$ cat config.mk
export PLATFORM = sky130hd
export DESIGN_NAME = fft_dit_addr_ctrl
export DESIGN_NICKNAME = d
export VERILOG_FILES = /design/src/rtl/fft_pkg.sv /design/src/rtl/fft_bf_addr_gen.sv /design/src/rtl/fft_dit_addr_ctrl.sv
export SDC_FILE = /design/constraint.sdc
export NUM_CORES = 1
export LEC_CHECK = 0
export BUFFER_PORTS_ARGS = -buffer_cell sky130_fd_sc_hd__buf_2
export CORE_MARGIN = 2
export CORE_UTILIZATION = 26
export CTS_BUF_LIST = sky130_fd_sc_hd__clkbuf_4 sky130_fd_sc_hd__clkbuf_8 sky130_fd_sc_hd__clkbuf_16
export DETAILED_ROUTE_END_ITERATION = 10
export GPL_ROUTABILITY_DRIVEN = 0
export PLACE_DENSITY_LB_ADDON = 0.05
export SLEW_MARGIN = 25
export SYNTH_ARGS = -nofsm -noshare
export SYNTH_HDL_FRONTEND = slang
export SYNTH_SLANG_ARGS = --single-unit
export TNS_END_PERCENT = 1
$ cat constraint.sdc
create_clock -name clk -period 4.58 [get_ports clk]
set_clock_uncertainty 0.1 [all_clocks]
set_input_delay 0.458 -clock clk [delete_from_list [all_inputs] [get_ports clk]]
set_output_delay 0.458 -clock clk [all_outputs]
set_load 0.01 [all_outputs]
$ cat src/rtl/fft_pkg.sv
// rtl/fft_pkg.sv - state encoding and helper functions for the DIT FFT address controller
package fft_pkg;

    localparam int ST_W = 7;

    // One-hot state codes
    localparam logic [ST_W-1:0] ST_IDLE    = 7'b000_0001;
    localparam logic [ST_W-1:0] ST_CAPTURE = 7'b000_0010;
    localparam logic [ST_W-1:0] ST_RD_TOP  = 7'b000_0100;
    localparam logic [ST_W-1:0] ST_RD_BOT  = 7'b000_1000;
    localparam logic [ST_W-1:0] ST_DRAIN   = 7'b001_0000;
    localparam logic [ST_W-1:0] ST_DONE    = 7'b010_0000;
    localparam logic [ST_W-1:0] ST_WAIT    = 7'b100_0000;

    typedef enum logic [ST_W-1:0] {
        S_IDLE    = ST_IDLE,
        S_CAPTURE = ST_CAPTURE,
        S_RD_TOP  = ST_RD_TOP,
        S_RD_BOT  = ST_RD_BOT,
        S_DRAIN   = ST_DRAIN,
        S_DONE    = ST_DONE,
        S_WAIT    = ST_WAIT
    } fft_state_t;

    // Bits needed to hold values 0..n-1; never less than one bit so that
    // vectors sized from it stay legal for tiny n.
    function automatic int clog2(input int n);
        int r;
        r = 1;
        for (int i = 1; i < 31; i++) begin
            if ((1 << i) < n) r = i + 1;
        end
        return r;
    endfunction

    // Reverse the low w bits of v; bits at and above w come back as zero.
    function automatic logic [31:0] bitrev(input logic [31:0] v, input int w);
        logic [31:0] r;
        r = '0;
        for (int i = 0; i < 32; i++) begin
            if (i < w) r[5'(w - 1 - i)] = v[5'(i)];
        end
        return r;
    endfunction

endpackage

$ cat src/rtl/fft_bf_addr_gen.sv
// rtl/fft_bf_addr_gen.sv - combinational butterfly operand and twiddle address generator
//
// Ports:
//   stage    - current stage s (0..LOG2N-1)
//   bf_idx   - butterfly index b within the stage (0..N/2-1)
//   top_addr - top operand address  = 2*half*(b div half) + (b mod half)
//   bot_addr - bottom operand address = top_addr + half
//   tw_addr  - twiddle index = (b mod half) << (LOG2N-1-s)
module fft_bf_addr_gen #(
    parameter int LOG2N = 4,
    parameter int SW    = 2
) (
    input  logic [SW-1:0]    stage,
    input  logic [LOG2N-2:0] bf_idx,
    output logic [LOG2N-1:0] top_addr,
    output logic [LOG2N-1:0] bot_addr,
    output logic [LOG2N-2:0] tw_addr
);

    // One extra bit on the stage so that s+1 cannot wrap in the last stage.
    localparam logic [SW:0] ONE      = (SW+1)'(1);
    localparam logic [SW:0] TW_SHIFT = (SW+1)'(LOG2N - 1);

    logic [SW:0]      s_ext;
    logic [LOG2N-1:0] b_ext;
    logic [LOG2N-1:0] half;
    logic [LOG2N-1:0] j;

    assign s_ext = {1'b0, stage};
    assign b_ext = {1'b0, bf_idx};
    assign half  = LOG2N'(1) << s_ext;
    assign j     = b_ext & (half - LOG2N'(1));

    // Group index shifted into place and the in-group offset OR-ed in; bit s
    // of top is always clear, so the bottom address is a plain OR with half.
    assign top_addr = ((b_ext >> s_ext) << (s_ext + ONE)) | j;
    assign bot_addr = top_addr | half;

    // j < 2**s, so the shifted value always fits in LOG2N-1 bits.
    assign tw_addr = (LOG2N-1)'(j << (TW_SHIFT - s_ext));

endmodule

$ cat src/rtl/fft_dit_addr_ctrl.sv
// rtl/fft_dit_addr_ctrl.sv - radix-2 DIT FFT capture and butterfly address controller
//
// Ports:
//   clk, rst_n          - clock, asynchronous active-low reset
//   data_detect         - arms a capture (IDLE only)
//   en_new_count        - returns to IDLE (WAIT only)
//   inv_i               - inverse transform, latched when capture is armed
//   in_valid/in_re/im   - input sample stream
//   wr_en/addr/re/im    - working-RAM write port, bit-reversed address
//   rd_en/rd_addr       - working-RAM read port
//   rd_bot              - 0 top operand, 1 bottom operand
//   tw_en/tw_addr       - twiddle ROM read port
//   tw_conj             - conjugate twiddles (latched inv_i)
//   stage_o             - current stage index
//   busy, done_o        - activity flag and one-cycle completion pulse
//   drop_err            - sticky: sample offered outside capture
//
// Every output is a register loaded from the current state, so all outputs
// trail the state register by exactly one cycle.
module fft_dit_addr_ctrl
    import fft_pkg::*;
#(
    parameter int DATA_W = 29,
    parameter int LOG2N  = 4,
    parameter int BF_LAT = 3
) (
    input  logic                       clk,
    input  logic                       rst_n,
    input  logic                       data_detect,
    input  logic                       en_new_count,
    input  logic                       inv_i,
    input  logic                       in_valid,
    input  logic signed [DATA_W-1:0]   in_re,
    input  logic signed [DATA_W-1:0]   in_im,
    output logic                       wr_en,
    output logic [LOG2N-1:0]           wr_addr,
    output logic signed [DATA_W-1:0]   wr_re,
    output logic signed [DATA_W-1:0]   wr_im,
    output logic                       rd_en,
    output logic [LOG2N-1:0]           rd_addr,
    output logic                       rd_bot,
    output logic                       tw_en,
    output logic [LOG2N-2:0]           tw_addr,
    output logic                       tw_conj,
    output logic [clog2(LOG2N)-1:0]    stage_o,
    output logic                       busy,
    output logic                       done_o,
    output logic                       drop_err
);

    localparam int N      = 1 << LOG2N;
    localparam int HALF_N = N / 2;
    localparam int SW     = clog2(LOG2N);
    localparam int DW     = clog2(BF_LAT);

    localparam logic [LOG2N-1:0] C_LAST = LOG2N'(N - 1);
    localparam logic [LOG2N-2:0] B_LAST = (LOG2N-1)'(HALF_N - 1);
    localparam logic [SW-1:0]    S_LAST = SW'(LOG2N - 1);
    localparam logic [DW-1:0]    D_LAST = DW'(BF_LAT - 1);

    fft_state_t state, state_d;

    logic [LOG2N-1:0]          cnt_c, cnt_c_d, c_rev;
    logic [LOG2N-2:0]          bf_b, bf_b_d;
    logic [SW-1:0]             stg_s, stg_s_d;
    logic [DW-1:0]             drn, drn_d;

    logic [LOG2N-1:0]          bg_top, bg_bot;
    logic [LOG2N-2:0]          bg_tw;

    logic                      wr_en_d, rd_en_d, rd_bot_d, tw_en_d;
    logic                      tw_conj_d, busy_d, done_d, drop_d;
    logic [LOG2N-1:0]          wr_addr_d, rd_addr_d;
    logic [LOG2N-2:0]          tw_addr_d;
    logic signed [DATA_W-1:0]  wr_re_d, wr_im_d;
    logic [SW-1:0]             stage_d;

    assign c_rev = LOG2N'(bitrev(32'(cnt_c), LOG2N));

    fft_bf_addr_gen #(
        .LOG2N (LOG2N),
        .SW    (SW)
    ) u_addr_gen (
        .stage    (stg_s),
        .bf_idx   (bf_b),
        .top_addr (bg_top),
        .bot_addr (bg_bot),
        .tw_addr  (bg_tw)
    );

    always_comb begin
        state_d   = state;
        cnt_c_d   = cnt_c;
        bf_b_d    = bf_b;
        stg_s_d   = stg_s;
        drn_d     = drn;
        wr_en_d   = 1'b0;
        wr_addr_d = wr_addr;
        wr_re_d   = wr_re;
        wr_im_d   = wr_im;
        rd_en_d   = 1'b0;
        rd_addr_d = rd_addr;
        rd_bot_d  = rd_bot;
        tw_en_d   = 1'b0;
        tw_addr_d = tw_addr;
        tw_conj_d = tw_conj;
        stage_d   = stg_s;
        busy_d    = 1'b0;
        done_d    = 1'b0;
        // A sample offered in any state but CAPTURE is discarded and flagged.
        drop_d    = drop_err | (in_valid && (state != S_CAPTURE));

        unique case (state)
            S_IDLE: begin
                if (data_detect) begin
                    state_d   = S_CAPTURE;
                    tw_conj_d = inv_i;
                    cnt_c_d   = '0;
                    stg_s_d   = '0;
                end
            end
            S_CAPTURE: begin
                busy_d = 1'b1;
                if (in_valid) begin
                    wr_en_d   = 1'b1;
                    wr_addr_d = c_rev;
                    wr_re_d   = in_re;
                    wr_im_d   = in_im;
                    if (cnt_c == C_LAST) begin
                        state_d = S_RD_TOP;
                        cnt_c_d = '0;
                        stg_s_d = '0;
                        bf_b_d  = '0;
                    end else begin
                        cnt_c_d = cnt_c + LOG2N'(1);
                    end
                end
            end
            S_RD_TOP: begin
                busy_d    = 1'b1;
                rd_en_d   = 1'b1;
                rd_bot_d  = 1'b0;
                rd_addr_d = bg_top;
                tw_en_d   = 1'b1;
                tw_addr_d = bg_tw;
                state_d   = S_RD_BOT;
            end
            S_RD_BOT: begin
                busy_d    = 1'b1;
                rd_en_d   = 1'b1;
                rd_bot_d  = 1'b1;
                rd_addr_d = bg_bot;
                if (bf_b == B_LAST) begin
                    state_d = S_DRAIN;
                    drn_d   = '0;
                end else begin
                    bf_b_d  = bf_b + (LOG2N-1)'(1);
                    state_d = S_RD_TOP;
                end
            end
            S_DRAIN: begin
                // Let the last butterfly of the stage write back before the
                // next stage reads its results.
                busy_d = 1'b1;
                if (drn == D_LAST) begin
                    if (stg_s == S_LAST) begin
                        state_d = S_DONE;
                    end else begin
                        stg_s_d = stg_s + SW'(1);
                        bf_b_d  = '0;
                        state_d = S_RD_TOP;
                    end
                end else begin
                    drn_d = drn + DW'(1);
                end
            end
            S_DONE: begin
                busy_d  = 1'b1;
                done_d  = 1'b1;
                state_d = S_WAIT;
            end
            S_WAIT: begin
                if (en_new_count) state_d = S_IDLE;
            end
            default: begin
                state_d = S_IDLE;
            end
        endcase
    end

    always_ff @(posedge clk or negedge rst_n) begin
        if (!rst_n) begin
            state    <= S_IDLE;
            cnt_c    <= '0;
            bf_b     <= '0;
            stg_s    <= '0;
            drn      <= '0;
            wr_en    <= 1'b0;
            wr_addr  <= '0;
            wr_re    <= '0;
            wr_im    <= '0;
            rd_en    <= 1'b0;
            rd_addr  <= '0;
            rd_bot   <= 1'b0;
            tw_en    <= 1'b0;
            tw_addr  <= '0;
            tw_conj  <= 1'b0;
            stage_o  <= '0;
            busy     <= 1'b0;
            done_o   <= 1'b0;
            drop_err <= 1'b0;
        end else begin
            state    <= state_d;
            cnt_c    <= cnt_c_d;
            bf_b     <= bf_b_d;
            stg_s    <= stg_s_d;
            drn      <= drn_d;
            wr_en    <= wr_en_d;
            wr_addr  <= wr_addr_d;
            wr_re    <= wr_re_d;
            wr_im    <= wr_im_d;
            rd_en    <= rd_en_d;
            rd_addr  <= rd_addr_d;
            rd_bot   <= rd_bot_d;
            tw_en    <= tw_en_d;
            tw_addr  <= tw_addr_d;
            tw_conj  <= tw_conj_d;
            stage_o  <= stage_d;
            busy     <= busy_d;
            done_o   <= done_d;
            drop_err <= drop_d;
        end
    end

endmodule

Word-level counts from Yosys, hierarchy flattened. Index checks and enable logic that the tools add are counted.

Add/subtract/negate cells: 7. Equality and inequality tests: 21. Shift operators: 4. Mux-type cells: 35. Bitwise gates (word level): 4. Reductions and logical operators: 15.

Operators by type and width (count): $pmux W7 S7 (1); $mux W7 (5); $ne A2 B2 Y1 const B (9); $pmux W4 S2 (2); $mux W3 (5); $mux W2 (7); $mux W4 (3); $reduce_and A6 Y1 (2); $pmux W3 S3 (1); $or A4 B4 Y4 (2); $eq A7 B1 Y1 const B (1); $eq A7 B2 Y1 const B (1); $eq A7 B3 Y1 const B (1); $eq A7 B4 Y1 const B (1); $eq A7 B5 Y1 const B (1); $eq A7 B6 Y1 const B (1); $eq A7 B7 Y1 const B (1); $ne A7 B2 Y1 const B (1); $mux W1 (6); $mux W6 (1); $pmux W2 S3 (1); $reduce_and A3 Y1 (2); $reduce_bool A2 Y1 (3); $reduce_bool A3 Y1 (2); other kinds (23) (26).

Register bits after elaboration: 97. Bits of input ports: 64.

Longest topological paths before layout. Gate-level depths: netlist (run 1).

Depth in word-level cells: 6. Gate-level depth with buffers: 8.

Modules after synthesis. A second synthesis (run 1) with hierarchy kept.

Cells, all modules: 345. Area, all modules: 4409.2 um^2.

By module, submodules not included: fft_dit_addr_ctrl (times used 1, cells an instance 305, area an instance 4096.4 um^2, sequential area each 2428.6 um^2); fft_bf_addr_gen (times used 1, cells an instance 40, area an instance 312.8 um^2, sequential area each 0.0 um^2).

Worst setup path before layout (run 1). OpenSTA, ideal clock, no wires.

Path kind: register -> register. Start point: reg state[2]. End point: reg stg_s[0] (netlist: stage_d[0]). Setup time: 0.138 ns. Data arrival time: 2.057 ns. Path slack: 2.285 ns. Cell stages (with the launch flop): 7. Path through: dfrtp_1 -> buf_6 -> or4_4 -> buf_6 -> or4_4 -> a2111oi_2 -> mux2i_1.

Cells in the longest elaborated chain, start to end: 3.

RTL lines: start, declared (line fft_dit_addr_ctrl.sv:61) `fft_state_t state, state_d;`; start signal, assigned (line fft_dit_addr_ctrl.sv:213) `state <= state_d;`; $eq A7 B5 Y1 (tied with other cells) (line fft_dit_addr_ctrl.sv:113) `unique case (state)`; $ne A2 B2 Y1 (no line) or $reduce_bool A3 Y1 (tied branches); $reduce_and A6 Y1 (no line); end signal, assigned (line fft_dit_addr_ctrl.sv:216) `stg_s <= stg_s_d;`; end, declared (line fft_dit_addr_ctrl.sv:65) `logic [SW-1:0] stg_s, stg_s_d;`.

Parallel ways exist; a longest one is shown, timed or not. A chain may end at the register's enable or synchronous reset.

Final worst setup path (run 1).
Start point: reg state[1]. End point: reg wr_im[11].

Cells in the longest elaborated chain, start to end: 2.

RTL lines: $eq A7 B2 Y1 (line fft_dit_addr_ctrl.sv:113); $reduce_and A2 Y1 (no line); end signal, assigned (line fft_dit_addr_ctrl.sv:221) `wr_im <= wr_im_d;`; end, declared (line fft_dit_addr_ctrl.sv:38) `output logic signed [DATA_W-1:0] wr_im,`.

No other way between the ends.

==> run summary, run 1 <==
Status -> completed
Cell taking the most area after synthesis -> dfrtp_1
Slew Viols, Final -> 0
I/O pin count -> 143
Slew headroom -> 0.4480
R2r startpoint -> state[1]
Die X -> 132.7 um
CP required -> 4.71 ns
Fin Setup TNS -> 0 ns
Yosys cell types -> 50
WL met2 -> 4904 um
Number of buffers created by CTS -> 9
Syn_area_per_cell -> 12.53 um^2
Area contributors post-synth -> dfrtp_1 56%, mux2_2 17%, ha_1 2.3%, nand2_1 1.7%, clkbuf_1 1.2%
CTS Sinks -> 97
Routed vias -> 3174
Syn nets -> 416
Critical Path AT -> 2.66 ns
Crit path depth -> 4
YS warnings -> 0
Minimum clock period -> 2.529 ns
Post-CTS Resized -> 0
Leak -> 2.666 nW
Finish-stage setup viols -> 0
Crit start category -> flop
Crit Path Category -> flop to flop
Drt first pass iters -> 4
Total Routing Usage GR -> 0.1263
Via/cell ratio -> 4.521
# Max-Cap Violations -> 0
Synth top cells by count -> 96 x dfrtp_1, 64 x mux2_2, 20 x nand2_1
Largest net degree at the start of global routing -> 63
Crit path capture type -> flop
Synth Cell Area -> 0.004309 mm^2
Crit. Startpoint -> state[1]
Max layer used -> met4
Top-area cell type share of the netlist area -> 0.5575
Slowest cell on the critical path -> and3_2
Crit-path cells -> nor4b_1 -> and3_2 -> buf_12 -> mux2_2
Largest family of logic cells by synthesized area -> multiplexers
Initial DRC Count -> 176
Clock Latency Late Sink -> 0.35 ns
Reg-to-reg slack, setup -> 2.05 ns
Wirelength per Cell -> 15.43 um
RSZ-0062 raised after global routing -> no
Post-synthesis mux area share -> 0.1789
DRC -> 0
Post-CTS Setup Repair Bufs -> 0
Critical path's top delay family -> simple AND/OR/NAND/NOR gates
FF-to-FF path depth -> 4
Syn Inst Count -> 344
Core footprint -> 0.01641 mm^2
Most frequent cell after synthesis -> dfrtp_1
CTS Buffer Depth -> 2
Pwr Density -> 650.1 mW/mm^2
Antenna-violating nets left -> 0
Root buf cell -> clkbuf_16
H-tree levels -> 3
Number of synthesized register bits -> 97
Share of cells above drive strength 1 -> 0.4959
R2R Path End -> wr_im[11]
Global-route wire length before repair -> 17330 um
Simple-gate share of the synthesized area -> 0.1144
VDD IR max -> 0.0002046 V
PortBufs -> 142
Detail Route met3 WL -> 665 um
Gr ovfl total -> 0
Row Count -> 47
Nets -> 550
Hold slack -> 0.1059 ns
Number of synthesized flops with an enable pin -> 0
Vias in the first global route -> 3127
Most used DFF post-synth -> dfrtp_1
Fraction of the mapped netlist area in adder cells -> 0.02323
Die ar. -> 0.01762 mm^2
Period utilisation layout -> 0.5523
M1 wire length -> 5096 um
Initial cell density of the core -> 0.2626
Area Growth Syn to Fin -> 28.14%
Worst-path maximum fanout -> 38
CTS tree -> yes
Final Hold Viols -> 0
Dpl hpwl -> 7640 um
Worst Max-Slew Pin Slew -> 0.8280 ns
Synth Area in Compound Gates -> 0.07259
CTS Hold Bufs -> 0
Worst path bufs/invs -> 1
Highest clock rate -> 0.3953 GHz
Min-delay worst type -> primary input to asynchronous set/reset pin
CP Capture Point -> wr_im[11]
Fillers -> 1707
Initial antenna violation count -> 0
Clk pin slew, worst setup/hold paths -> 0.07 ns
Async S/R FF share, synth -> 1.000
Die Y -> 132.7 um
Max stage delay on crit path -> 0.67 ns
Number of diodes -> 0
Synth Area in XOR/XNOR -> 0.01220
Register area share after synthesis -> 0.5636
Overall routed net length -> 10830 um
==> layer usage <==
metal | vias to the layer above | global-route usage
li1 | 1506 | -
met1 | 1534 | 0.1709
met2 | 122 | 0.1920
met3 | 12 | 0.03831
met4 | 0 | 0.04361
met5 | - | 0
==> flip-flops by register name, summed over array words and instances (netlist names), 2 cells and up <==
signal / cells
rd_addr: 4
state: 7
wr_addr: 4
cnt_c: 4
drn: 2
wr_re: 29
stage_o: 2
tw_addr: 3
stage_d: 2
wr_im: 29
bf_b: 3
==> logic make-up after synthesis <==
kind of cell             Yosys count
XOR/XNOR                           6
multiplexers                      69
AND/OR/NAND/NOR                   86
buffers and inverters             34
AO/OA/AOI/OAI                     44
adder cells (fa/ha/maj)            8
flip-flops                        97
==> worst min-delay path by stage <==
stage / from / endpoint / slack [ns]
after global placement: drop_err / drop_err / 0.34
after floorplan: rst_n / bf_b[0] / 0.06
final: rst_n / wr_re[11] / 0.11
after global routing: rst_n / wr_re[8] / 0.15
after detailed placement: drop_err / drop_err / 0.35
after CTS: rst_n / wr_re[8] / 0.14
==> layout make-up <==
cell class | instances | area [um^2] | share of cell area
clock buffers | 10 | 232.7 | 0.04215
multi-input cells | 213 | 1730 | 0.3134
flip-flops and latches | 97 | 2429 | 0.4398
inverters | 11 | 41.29 | 0.007478
repair buffers | 146 | 755.7 | 0.1369
well taps | 220 | 275.3 | 0.04985
clock inverters | 5 | 57.56 | 0.01042
==> through the flow <==
step	instances	cell area [um^2]	total power (W)	util	setup slack, ns
6_report	702	5522	0.003590	0.3365	2.051
5_1_grt	702	5522	0.003863	0.3365	1.837
4_1_cts	702	5522	0.003654	0.3365	2.004
3_5_place_dp	687	5231	0.002873	0.3188	2.028
3_3_place_gp	687	5231	0.002854	0.3188	2.078
2_1_floorplan	344	4309	0.002328	-	2.285
==> power breakdown <==
group	total [W]	switching, W	internal [W]
Sequential	0.00143	0.000218	0.00122
Combinational	0.00139	0.000703	0.000686
Clock	0.000767	0.000340	0.000427
Total	0.00359	0.00126	0.00233
==> cell usage in the layout, fill, tap and decap left out, drive strengths merged, types with 4 or more instances in the layout <==
master and n:
buf 146, dfrtp 96, mux2 64, nand2 20, nor2 12, inv 11
nand3 10, o21ai 10, clkbuf 10, ha 8, nor3 8, a21oi 7
xor2 6, mux2i 5, nand2b 4, nand4 4, or4 4, and3 4
clkinv 4
No activity file was read; power rests on OpenSTA's default activity.
==> run 2: changes to the inputs <==
==> constraint.sdc (replaced) <==
create_clock -name clk -period 2.3 [get_ports clk]
set_clock_uncertainty 0.1 [all_clocks]
set_input_delay 0.23 -clock clk [delete_from_list [all_inputs] [get_ports clk]]
set_output_delay 0.23 -clock clk [all_outputs]
set_load 0.01 [all_outputs]
==> run 2 against run 1 <==
Effect of this change: die area is the same; maximum frequency up 15%; first-iteration DRC count shrank 31%; routed wire length is 0.65% higher; sequential share of layout area decreased by 2.3 points; cell count rose by 5.0%; register-to-register slack got worse by 2.0 ns; setup slack lost 2.0 ns; critical path depth unchanged.
==> run summary, run 2 (same netlist as run 1, synthesis figures left out) <==
Crit Path Category -> flop to flop
VDD IR max -> 0.0003678 V
Wirelength per Cell -> 14.79 um
Post-CTS Setup Repair Bufs -> 0
Clk pin slew, worst setup/hold paths -> 0.07 ns
FF-to-FF path depth -> 4
CTS Buffer Depth -> 2
Largest regs -> wr_im: 29 flops, wr_re: 29 flops, state: 7 flops
Slew headroom -> 0.5826
Critical Path AT -> 2.37 ns
CP Capture Point -> stage_d[1]
Commonest non-fill, non-tap cell in the layout -> buf_2
Share of cells above drive strength 1 -> 0.5087
Gr ovfl total -> 0
DRC -> 0
CTS tree -> yes
Vias in the first global route -> 3236
Initial antenna violation count -> 0
R2R Path End -> stage_d[1]
Crit. Startpoint -> state[2]
Nets -> 585
Number of buffers created by CTS -> 9
Finish-stage setup viols -> 0
Largest net degree at the start of global routing -> 48
Die X -> 132.7 um
CTS Sinks -> 97
Routed vias -> 3337
Worst Slack Setup Final -> 0.09644 ns
Minimum clock period -> 2.204 ns
Row Count -> 47
Pwr Density -> 1251 mW/mm^2
Via/cell ratio -> 4.528
Die ar. -> 0.01762 mm^2
Final Hold Viols -> 0
Drt first pass iters -> 5
Overall routed net length -> 10900 um
Total Routing Usage GR -> 0.1274
Setup WS pre-CTS -> 0.1074 ns
Leak -> 2.826 nW
CP required -> 2.47 ns
Highest-count cells in the layout ignoring fill and taps -> 141 x buf_2, 96 x dfrtp_1, 64 x mux2_2
RSZ-0062 raised after global routing -> no
# Max-Cap Violations -> 0
R2r startpoint -> state[2]
Initial DRC Count -> 122
Highest clock rate -> 0.4538 GHz
Hold slack -> 0.01386 ns
Area Growth Syn to Fin -> 35.31%
Fin Setup TNS -> 0 ns
Worst-path maximum fanout -> 6
Final core occ -> 0.3554
Number of diodes -> 0
Initial cell density of the core -> 0.2626
Dpl hpwl -> 8057 um
Fillers -> 1637
Antenna-violating nets left -> 0
Worst Max-Slew Pin Slew -> 0.6262 ns
H-tree levels -> 3
Die Y -> 132.7 um
Reg-to-reg slack, setup -> 0.1 ns
Crit path capture type -> flop
PortBufs -> 142
Root buf cell -> clkbuf_16
Clock Latency Late Sink -> 0.35 ns
Min-delay worst type -> primary input to flop
Core footprint -> 0.01641 mm^2
Crit start category -> flop
Global-route wire length before repair -> 17690 um
Multi-input logic area -> 0.001749 mm^2
FF+latch area -> 0.002429 mm^2
Period utilisation layout -> 0.9581
Status -> completed
I/O pin count -> 143
Slew Viols, Final -> 0
-- run 2: changes by cell type in the layout (fill, tap and decap cells not counted), sizes merged --
cell	before	now
buf	146	169
dlygate4sd3	0	12
clkinv	4	1
clkinvlp	0	2
bufinv	1	0
clkbuf	10	11
inv	11	12
-- run 2: repair_timing --
item | in CTS | in global routing
gates resized for setup | 0 | 2
hold buffers | 12 | 0
endpoints found under the hold margin | 54 | 0
endpoints found under the setup margin | 0 | 35
-- run 2: final cells by class --
type	count	share of cell area
sequential	97	0.4165
multi-input combinational	213	0.3000
timing repair buffer	181	0.1820
tap	220	0.04721
clock buffer	11	0.04227
inverter	11	0.007082
clock inverter	4	0.004936
-- run 2: report_power, final --
part	switching (W)	internal, W
Sequential	0.000378	0.00242
Combinational	0.00153	0.00154
Clock	0.000664	0.000772
Total	0.00257	0.00473
-- run 2: layer usage --
metal  share of wire  up-vias  track usage
li1                -     1586            -
met1            0.47     1620       0.1716
met2            0.45      112       0.1943
met3           0.055       19      0.02797
met4           0.026        0      0.06213
met5               0        -            0
-- run 2: worst min-delay path by stage --
stage                   from       end  cells past startpoint
floorplan              rst_n   bf_b[0]                      0
global placement       rst_n  wr_re[4]                      1
detailed placement     rst_n  wr_re[4]                      1
CTS                 in_re[3]  wr_re[3]                      2
global route        in_re[5]  wr_re[5]                      2
finish              in_im[3]  wr_im[3]                      2
-- run 2: metrics by stage --
stage	std cells	area, um^2	power, W
2_1_floorplan	344	4309	0.004636
3_3_place_gp	710	5416	0.005870
3_5_place_dp	710	5416	0.005893
4_1_cts	737	5812	0.007390
5_1_grt	737	5831	0.007843
6_report	737	5831	0.007297
-- run 2: critical path: stages, from the launching register on --
cell and delay, ns:
dfrtp_1 0.43, or4_4 0.51, or4_4 0.52, or4_4 0.43, o22ai_1 0.14
==> run 3: changes to the inputs <==
--- a/config.mk
+++ b/config.mk
@@ -6,13 +6,14 @@
 export NUM_CORES = 1
 export LEC_CHECK = 0
 export BUFFER_PORTS_ARGS = -buffer_cell sky130_fd_sc_hd__buf_2
+export CORE_ASPECT_RATIO = 2
 export CORE_MARGIN = 2
 export CORE_UTILIZATION = 26
 export CTS_BUF_LIST = sky130_fd_sc_hd__clkbuf_4 sky130_fd_sc_hd__clkbuf_8 sky130_fd_sc_hd__clkbuf_16
 export DETAILED_ROUTE_END_ITERATION = 10
 export GPL_ROUTABILITY_DRIVEN = 0
 export PLACE_DENSITY_LB_ADDON = 0.05
-export SLEW_MARGIN = 25
+export SLEW_MARGIN = 20
 export SYNTH_ARGS = -nofsm -noshare
 export SYNTH_HDL_FRONTEND = slang
 export SYNTH_SLANG_ARGS = --single-unit
==> run 3 against run 2 <==
Effect of this change: combinational power increased by 2%; die area increased by 0.35%; design area decreased by 0.34%; sequential power barely moved; register-to-register slack about the same; clock-buffer cell count rose by 1; critical endpoint is now stage_d[0]; via count increased by 0.72%.
==> run summary, run 3 (same netlist as run 1, synthesis figures left out) <==
Slew headroom -> 0.6468
Critical Path AT -> 2.36 ns
Final core occ -> 0.3572
Row Count -> 66
Area Growth Syn to Fin -> 34.84%
Number of diodes -> 0
Clk pin slew, worst setup/hold paths -> 0.07 ns
Vias in the first global route -> 3555
# Max-Cap Violations -> 0
Commonest non-fill, non-tap cell in the layout -> buf_2
Via/cell ratio -> 4.688
Routed vias -> 3361
Drt first pass iters -> 4
Highest clock rate -> 0.4560 GHz
Worst Max-Slew Pin Slew -> 0.5298 ns
Post-CTS Setup Repair Bufs -> 0
Die X -> 95.03 um
Root buf cell -> clkbuf_16
Overall routed net length -> 11790 um
Finish-stage setup viols -> 0
R2r startpoint -> state[1]
Share of cells above drive strength 1 -> 0.5146
Pwr Density -> 1303 mW/mm^2
Global-route wire length before repair -> 18610 um
Total Routing Usage GR -> 0.1415
RSZ-0062 raised after global routing -> no
Largest regs -> wr_im: 29 flops, wr_re: 29 flops, state: 7 flops
DRC -> 0
Initial cell density of the core -> 0.2649
Fin Setup TNS -> 0 ns
Crit Path Category -> flop to flop
Core footprint -> 0.01627 mm^2
Leak -> 2.839 nW
CTS Buffer Depth -> 2
Dpl hpwl -> 9083 um
Die Y -> 186.1 um
Highest-count cells in the layout ignoring fill and taps -> 141 x buf_2, 96 x dfrtp_1, 64 x mux2_2
Clock Latency Late Sink -> 0.34 ns
Die ar. -> 0.01768 mm^2
Number of buffers created by CTS -> 9
Wirelength per Cell -> 16.44 um
Crit path capture type -> flop
Min-delay src -> in_im[14]
Worst-path maximum fanout -> 2
Crit. Startpoint -> state[1]
I/O pin count -> 143
Minimum clock period -> 2.193 ns
Largest net degree at the start of global routing -> 55
Nets -> 580
Reg-to-reg slack, setup -> 0.11 ns
VDD IR max -> 0.0004560 V
Min-delay worst type -> primary input to flop
PortBufs -> 142
CTS tree -> yes
CP required -> 2.47 ns
Slew Viols, Final -> 0
Status -> completed
Period utilisation layout -> 0.9535
CTS Sinks -> 97
H-tree levels -> 3
Final Hold Viols -> 0
Gr ovfl total -> 0
Initial antenna violation count -> 0
Antenna-violating nets left -> 0
Crit start category -> flop
Final Power -> 0.007572 W
Initial DRC Count -> 75
## run 3: cell count changes in the layout (fill, tap and decap cells not counted), sizes merged
cell / delta
dlygate4sd3: -6
bufinv: +2
clkbuf: +1
buf: +1
clkinvlp: -2
## run 3: worst max-delay path, cell delays in order, from the launching register on
cell,delay (ns)
dfrtp_1,0.38
or4_4,0.53
or4_4,0.53
or4_4,0.43
mux2i_1,0.14
## run 3: worst paths after layout
kind                                   end  cells past startpoint
min in group asynchronous        wr_im[23]                      2
max in group asynchronous         state[0]                      3
worst min-delay path             wr_im[14]                      2
worst max register to register  stage_d[0]                      4
worst max-delay path            stage_d[0]                      4
worst min register to register    drop_err                      1
## run 3: per-stage QoR
stage | std cells | instance area [um^2] | setup WS, ns | hold slack, ns
global route | 717 | 5811 | 0.02491 | 0.003255
floorplan | 344 | 4309 | 0.004750 | -0.1656
detailed placement | 695 | 5404 | 0.09694 | 0.02077
global placement | 695 | 5404 | 0.1003 | 0.01319
CTS | 717 | 5798 | 0.09994 | 0.0004652
finish | 717 | 5811 | 0.1070 | 0.01578
## run 3: power breakdown
| group | switching [W] | leakage, nW | total (W) | internal (W) |
|---|---|---|---|---|
| Sequential | 0.000357 | 1.20 | 0.00278 | 0.00242 |
| Clock | 0.000639 | 0.167 | 0.00167 | 0.00103 |
| Combinational | 0.00158 | 1.47 | 0.00313 | 0.00155 |
| Total | 0.00257 | 2.84 | 0.00757 | 0.00500 |
## run 3: routing by layer
metal | vias to the layer above | track usage | share of wire
li1 | 1567 | - | -
met5 | - | 0 | 0
met1 | 1650 | 0.1394 | 0.35
met4 | 0 | 0.09565 | 0.050
met3 | 28 | 0.02672 | 0.054
met2 | 116 | 0.2596 | 0.54
## run 3: cell type report
type / count / area, um^2
timing repair buffer: 176 / 1008
fill: 1641 / 10460
multi-input combinational: 213 / 1743
tap: 204 / 255.2
clock inverter: 4 / 73.82
inverter: 11 / 41.29
sequential: 97 / 2429
clock buffer: 12 / 260.3
## run 3: timing repair
action	CTS	global route
endpoints found under the hold margin	49	0
setup endpoints to repair	0	2
hold buffers	6	0
resized for setup	0	1
